`config.mk`:
```
export PLATFORM = sky130hd
export DESIGN_NAME = div_shift_sub
export DESIGN_NICKNAME = d
export VERILOG_FILES = /design/src/rtl/div_shift_sub.sv
export SDC_FILE = /design/constraint.sdc
export NUM_CORES = 1
export LEC_CHECK = 0
export ABC_CLOCK_PERIOD_IN_PS = 2050
export BUFFER_PORTS_ARGS = -buffer_cell sky130_fd_sc_hd__buf_2
export CORE_ASPECT_RATIO = 0.8
export CORE_UTILIZATION = 54
export CTS_BUF_LIST = sky130_fd_sc_hd__clkbuf_8
export CTS_CLUSTER_DIAMETER = 120
export DETAILED_ROUTE_END_ITERATION = 8
export PLACE_DENSITY = 0.77
export SKIP_LAST_GASP = 1
export SLEW_MARGIN = 30
export SYNTH_ARGS = -nofsm -noshare
export SYNTH_HDL_FRONTEND = slang
export SYNTH_SLANG_ARGS = --single-unit
```
`constraint.sdc`:
```
create_clock -name clk -period 2.05 [get_ports clk]
set_input_delay 0.1025 -clock clk [delete_from_list [all_inputs] [get_ports clk]]
set_output_delay 0.1025 -clock clk [all_outputs]
set_load 0.03 [all_outputs]
```
`src/rtl/div_shift_sub.sv`:
```
// div_shift_sub -- signed 2*DW / DW restoring shift-subtract divider.
//
// The divider accepts a request in IDLE. It runs 2*DW restoring iterations in
// CALC, one quotient bit per cycle, MSB first. FIX then applies the operand
// signs and the saturation and divide-by-zero rules. DONE presents a one-cycle
// done pulse. Results are registered on the edge entering DONE and hold until
// the next result.
//
// Ports:
//   clk          rising-edge clock
//   rst          synchronous active-high reset
//   valid        start request, sampled only in IDLE
//   dividend     signed 2*DW-bit dividend
//   divisor      signed DW-bit divisor
//   busy         high in CALC, FIX and DONE
//   done         one-cycle result-valid pulse (high in DONE)
//   quotient     signed DW-bit quotient, truncated toward zero
//   remainder    signed DW-bit remainder, takes the dividend's sign
//   div_by_zero  divisor was zero
//   overflow     true quotient is outside the signed DW-bit range
module div_shift_sub #(
  parameter int DW = 8
) (
  input  logic              clk,
  input  logic              rst,
  input  logic              valid,
  input  logic [2*DW-1:0]   dividend,
  input  logic [DW-1:0]     divisor,
  output logic              busy,
  output logic              done,
  output logic [DW-1:0]     quotient,
  output logic [DW-1:0]     remainder,
  output logic              div_by_zero,
  output logic              overflow
);

  localparam int CW = $clog2(2*DW);

  // Largest magnitudes representable in a signed DW-bit quotient.
  localparam logic [2*DW-1:0] QPOS = {{(DW+1){1'b0}}, {(DW-1){1'b1}}};
  localparam logic [2*DW-1:0] QNEG = QPOS + 1'b1;

  typedef enum logic [1:0] {
    IDLE,
    CALC,
    FIX,
    DONE
  } state_t;

  state_t state, state_nx;

  logic [CW-1:0]   cnt;
  logic            sgn_a;
  logic            sgn_b;
  logic            dz;
  // The work register starts as |dividend|. It shifts left once per
  // iteration, and quotient bits enter at the bottom. After 2*DW iterations
  // it holds |quotient|.
  logic [2*DW-1:0] work;
  logic [DW-1:0]   dvs_mag;
  logic [DW:0]     prem;

  // Operand magnitudes at acceptance. |-2^(2*DW-1)| fits as unsigned.
  logic [2*DW-1:0] dvd_abs;
  logic [DW-1:0]   dvs_abs;

  // One restoring iteration.
  logic [DW+1:0]   trial;
  logic [DW+1:0]   diff;
  logic            fits;

  // Sign application and result selection.
  logic            neg;
  logic            ovf;
  logic [DW-1:0]   q_fix;
  logic [DW-1:0]   r_fix;
  logic [DW-1:0]   q_sel;
  logic [DW-1:0]   r_sel;

  always_comb begin
    dvd_abs = dividend[2*DW-1] ? (~dividend + 1'b1) : dividend;
    dvs_abs = divisor[DW-1]    ? (~divisor  + 1'b1) : divisor;
  end

  always_comb begin
    trial = {prem, work[2*DW-1]};
    diff  = trial - {2'b00, dvs_mag};
    fits  = ~diff[DW+1];
  end

  always_comb begin
    neg   = sgn_a ^ sgn_b;
    ovf   = neg ? (work > QNEG) : (work > QPOS);
    q_fix = neg   ? (~work[DW-1:0] + 1'b1)     : work[DW-1:0];
    r_fix = sgn_a ? (~prem[DW-1:0] + 1'b1)     : prem[DW-1:0];

    q_sel = q_fix;
    r_sel = r_fix;
    if (dz) begin
      q_sel = sgn_a ? {1'b1, {(DW-1){1'b0}}} : {1'b0, {(DW-1){1'b1}}};
      r_sel = '0;
    end else if (ovf) begin
      q_sel = neg ? {1'b1, {(DW-1){1'b0}}} : {1'b0, {(DW-1){1'b1}}};
      r_sel = '0;
    end
  end

  always_comb begin
    state_nx = state;
    case (state)
      IDLE: if (valid) state_nx = CALC;
      CALC: if (cnt == CW'(2*DW-1)) state_nx = FIX;
      FIX:  state_nx = DONE;
      DONE: state_nx = IDLE;
      default: state_nx = IDLE;
    endcase
  end

  always_comb begin
    busy = (state != IDLE);
    done = (state == DONE);
  end

  always_ff @(posedge clk) begin
    if (rst) begin
      state <= IDLE;
    end else begin
      state <= state_nx;
    end
  end

  always_ff @(posedge clk) begin
    if (rst) begin
      cnt     <= '0;
      sgn_a   <= 1'b0;
      sgn_b   <= 1'b0;
      dz      <= 1'b0;
      work    <= '0;
      dvs_mag <= '0;
      prem    <= '0;
    end else begin
      case (state)
        IDLE: begin
          if (valid) begin
            cnt     <= '0;
            sgn_a   <= dividend[2*DW-1];
            sgn_b   <= divisor[DW-1];
            dz      <= (divisor == '0);
            work    <= dvd_abs;
            dvs_mag <= dvs_abs;
            prem    <= '0;
          end
        end
        CALC: begin
          cnt  <= cnt + 1'b1;
          prem <= fits ? diff[DW:0] : trial[DW:0];
          work <= {work[2*DW-2:0], fits};
        end
        default: ;
      endcase
    end
  end

  always_ff @(posedge clk) begin
    if (rst) begin
      quotient    <= '0;
      remainder   <= '0;
      div_by_zero <= 1'b0;
      overflow    <= 1'b0;
    end else if (state == FIX) begin
      quotient    <= q_sel;
      remainder   <= r_sel;
      div_by_zero <= dz;
      overflow    <= ovf & ~dz;
    end
  end

endmodule
```
## After elaboration in Yosys (flattened, before gate mapping)

Cells that the tools add are included.
Widths: inputs -> output; s select.

- Input port bits: 27
- Register bits after elaboration: 60
- Logic and storage cells: 62

- Equality and inequality tests: 6
- $lt $le $gt $ge: 2
- Bitwise logic cells: 8
- Muxes and demuxes: 21
- Reductions and logical operators: 7
- $add $sub $neg: 6

Operators with widths:

| operator | number |
|---|---|
| $mux 8 | 9 |
| $mux 16 | 2 |
| $pmux 16 s2 | 1 |
| $add 8x1->8 const B | 3 |
| $not 8->8 | 3 |
| $mux 9 | 2 |
| $pmux 9 s2 | 1 |
| $add 16x1->16 const B | 1 |
| $gt 16x7->1 const B | 1 |
| $gt 16x8->1 const B | 1 |
| $not 16->16 | 1 |
| $sub 10x8->10 | 1 |
| $logic_not 8->1 | 1 |
| $pmux 2 s4 | 1 |
| $pmux 4 s2 | 1 |
| $reduce_and 2->1 | 3 |
| $add 4x1->4 const B | 1 |
| $eq 2x2->1 const B | 2 |
| $eq 4x4->1 const B | 1 |
| $mux 2 | 2 |
| $mux 4 | 1 |
| $ne 2x2->1 const B | 2 |
| $reduce_bool 2->1 | 2 |
| $eq 2x1->1 const B | 1 |
| 5 further kinds | 6 |

## Logic depth before layout (Yosys ltp)

- Word-level depth: 5
- Depth in mapped cells: 10
- Mapped depth without buffers: 10

## Least setup slack after synthesis

OpenSTA, ideal clock, no wires.

- Kind: reg-to-reg
- From: register dvs_mag[7]
- To: register prem[3]
- Data required time: 1.918 ns
- Slack: -0.113 ns
- Cell stages (with the launch flop): 10
- Path buffers: 1
- Setup time: 0.132 ns
- Arrival time: 2.031 ns
- Cells stage by stage: dfxtp_1 -> inv_1 -> ha_1 -> a211o_1 -> a211oi_1 -> a21boi_2 -> clkbuf_1 -> nor2_1 -> a221oi_1 -> a21oi_1

- Longest elaborated chain between the ends: 3

RTL lines:

| what | RTL line | RTL |
|---|---|---|
| start: declaration | 60 | `logic [DW-1:0] dvs_mag;` |
| start signal: assignment | 150 | `dvs_mag <= dvs_abs;` |
| $sub 10x8->10 | 87 | `diff = trial - {2'b00, dvs_mag};` |
| $mux 9 | 156 | `prem <= fits ? diff[DW:0] : trial[DW:0];` |
| $pmux 9 s2 | 142 | `case (state)` |
| end signal: assignment | 156 |  |
| end: declaration | 61 | `logic [DW:0] prem;` |

Every way passes these cells.
A chain may end at the register's enable or synchronous reset.

## Worst setup path in the final report

- From: register work[1]
- To: register quotient[5]

- Longest elaborated chain between the ends: 5

RTL lines:

| what | RTL line | RTL |
|---|---|---|
| start: declaration | 59 | `logic [2*DW-1:0] work;` |
| start signal: assignment | 149 | `work <= dvd_abs;` |
| start signal: assignment | 157 | `work <= {work[2*DW-2:0], fits};` |
| parallel branches: the longest is 3 deep, another holds $gt 16x7->1 | n/a |  |
| $mux 8 (*) | 102 | `end else if (ovf) begin` |
| $mux 8 (*) | 99 | `if (dz) begin` |
| end signal: assignment | 171 | `quotient <= q_sel;` |
| end: declaration | 31 | `output logic [DW-1:0] quotient,` |

Every way passes the cells marked *.

==> flow_metrics.tcl <==
set metrics [dict create \
    synthFlopType "dfxtp_1" \
    layout_commonest_cell "nor2_1" \
    final-seq-area_um2 1210 \
    internal_power_mw 3.81 \
    layout_setup_ws_ns 0.0318 \
    clock_skew_ns 0.00795 \
    path_class "register to register" \
    area_growth_pct 23.8 \
    synth_cell_types 56 \
    rsz0062_at_grt "true" \
    total_power_mw 6.57 \
    cts_tree "done" \
    synth.avg_cell_area_um2 8.01 \
    layout.nets 578 \
    clk_pin_slew_ns 0.07 \
    dieArea_um2 7190 \
    power_density_nw_per_um2 1440 \
    nFillCells 515 \
    multi_input_area_um2 2430 \
    period_needed_ns 2.02 \
    fmax_mhz 495 \
    ant_nets 0 \
    ys_ff_latch 60 \
    power.leakage_nw 1.92 \
    netlist.area_leader.share_pct 32.5 \
    use_met1_pct 37.4 \
    combPwrFrac_pct 56.9 \
    cts_max_level 3 \
    setup_violations 0 \
    hpwl_um 6720 \
    wirelength_um 9580 \
    grt_max_degree 23 \
    avgRoutedWirePerCell_um 15.4 \
    seq_power_share_pct 25.2 \
    gp_congestion 0.878 \
    setup-tns-final_ns 0 \
    grt_overflow 0 \
    num_vias 3670 \
    grt_pass1_vias 3325 \
    yosys_warnings 0 \
    clockBufferDepth 2 \
    use_met2_pct 42.0 \
    max_slew.worst_pin.slew_ns 0.693 \
    p_sw_share_pct 42.0 \
    grt_pass1_wl_um 15500 \
    syn-num-nets 507 \
    arrival_ns 2.29 \
    syn_area_um2 3700 \
    drc_errors 0 \
    cts-root-buf "clkbuf_8" \
    track_usage_pct 27.5 \
    finalCritPeriodShare_pct 98.4 \
    synth.area.top_cells "dfxtp_1, nor2_1, xnor2_1" \
    synth_edf_count 0 \
    dieHeight_um 76.0 \
    dp_cells 601 \
    cts_num_sinks 60 \
    port_buffers 46 \
    drt-initial-drc-count 326 \
    final_cell_mix "nor2_1, dfxtp_1, buf_2, buf_4, nand2_1" \
    diodes 0 \
    num_rows 26 \
    die_w_um 94.5 \
    worst-path-max-fanout 6 \
    top_usage_layer "met2" \
    drive_above_1_share_pct 25.9 \
    cts_buffers 9 \
    core_um2 6510 \
    drt-vias-per-instance 5.91 \
    synth_top_cell_by_area "dfxtp_1" \
    initial_core_util_pct 56.8 \
    clkPwrFrac_pct 17.9 \
    cp-end-kind "register" \
    yosysSeqAreaShare_pct 32.5 \
    vdd_ir_drop_max_uv 621 \
    outcome "complete, no violations" \
    antenna_found_initial 0 \
    slew_headroom_pct 53.8 \
    power_switching_mw 2.76 \
    insertion_delay_ns 0.35 \
    slew_violations 0 \
    use_met3_pct 8.08 \
    place_worst_setup_slack_ns -0.101 \
    hold_violations 0 \
    pin_count 47 \
    async_reset_ff_share_pct 0 \
    stdcell_count 621 \
    postSynthCellCount 462 \
    critPathLaunchType "register" \
    cp.required_ns 2.32 \
    first_pass_iters 7 \
    maxCapViolCount 0 \
    finalCoreUtilization_pct 70.4 \
    hold_path_class "primary input to register" \
]
cells in the mapped netlist, drive strengths merged (4+ instances only):
cell type / number
mux2i: 8
a222oi: 13
clkbuf: 23
a211oi: 11
and3: 5
nor3: 11
xor2: 10
inv: 23
nor2: 66
nand3: 8
nor4: 7
nor2b: 12
o41ai: 4
a22oi: 4
dfxtp: 60
nand2: 39
ha: 17
o21ai: 15
xnor2: 28
a21oi: 24
a31oi: 10
o31ai: 9
nand2b: 14
power by group through the flow:
| stage | logic (mW) | clock network, mW | registers, mW |
|---|---|---|---|
| after floorplan | 2.30 | 0 | 1.70 |
| after global placement | 3.23 | 0 | 1.63 |
| after detailed placement | 3.30 | 0 | 1.65 |
| after CTS | 3.55 | 1.19 | 1.64 |
| after global routing | 4.06 | 1.24 | 1.69 |
| final | 3.74 | 1.18 | 1.66 |
final timing paths:
kind                    start          end  slack [ns]  depth (start not counted)
setup / recovery      work[1]  quotient[5]        0.03                          9
hold / removal     divisor[0]   dvs_mag[0]        0.02                          3
setup reg to reg      work[1]  quotient[5]        0.03                          9
hold reg to reg   quotient[1]  quotient[1]        0.47                          2
per-layer routing:
layer  part of all wire, %  wire (um)
met1                    48       4590
met2                    44       4240
met3                   6.5        627
met4                   1.4        130
met5                     0          0
area by class of cell:
| cell class | instances | area share (%) |
|---|---|---|
| inverter | 23 | 1.88 |
| multi-input combinational | 353 | 53.0 |
| tap | 84 | 2.29 |
| sequential | 60 | 26.4 |
| timing repair buffer | 86 | 11.7 |
| clock buffer | 10 | 3.00 |
| clock inverter | 5 | 1.69 |
kinds of logic after synthesis:
kind of cell	after synthesis	synth area share, %
and+or+nand+nor	180	23.3
AOI/OAI and AO/OA	109	21.0
DFF	60	32.5
buffers and inverters	49	5.62
xor gates and xnor gates	38	9.20
adders and majority gates	18	6.29
muxes	8	2.17
worst max-delay path, cell delays in order, from the launching register on:
cell	delay, ns
dfxtp_2	0.32
inv_2	0.06
ha_4	0.13
or3b_4	0.38
o41ai_2	0.27
and3_4	0.22
and3b_2	0.21
buf_6	0.13
nand2_2	0.04
a31oi_1	0.16
flip-flops by register name, indices dropped and copies added (netlist names):
name,cells
work,16
prem,9
dvs_mag,8
quotient,8
remainder,8
cnt,4
state,2
div_by_zero,1
dz,1
overflow,1
sgn_a,1
sgn_b,1
repair_timing:
| item | CTS | global route |
|---|---|---|
| pin swaps | 5 | 13 |
| buffers inserted | 2 | 2 |
| hold endpoints to repair | 0 | 0 |
| setup endpoints to repair | 14 | 21 |
| hold buffers | 0 | 0 |
| cloned | 1 | 0 |
| gates resized for setup | 17 | 21 |
per-stage QoR:
stage | hold slack [ns] | cell area (um^2)
3_3_place_gp | 0.383 | 4190
2_1_floorplan | 0.238 | 3720
3_5_place_dp | 0.392 | 4190
6_report | 0.0173 | 4580
4_1_cts | 0.0150 | 4490
5_1_grt | 0.0224 | 4580
Note: power is estimated with default switching activity, not from simulation.
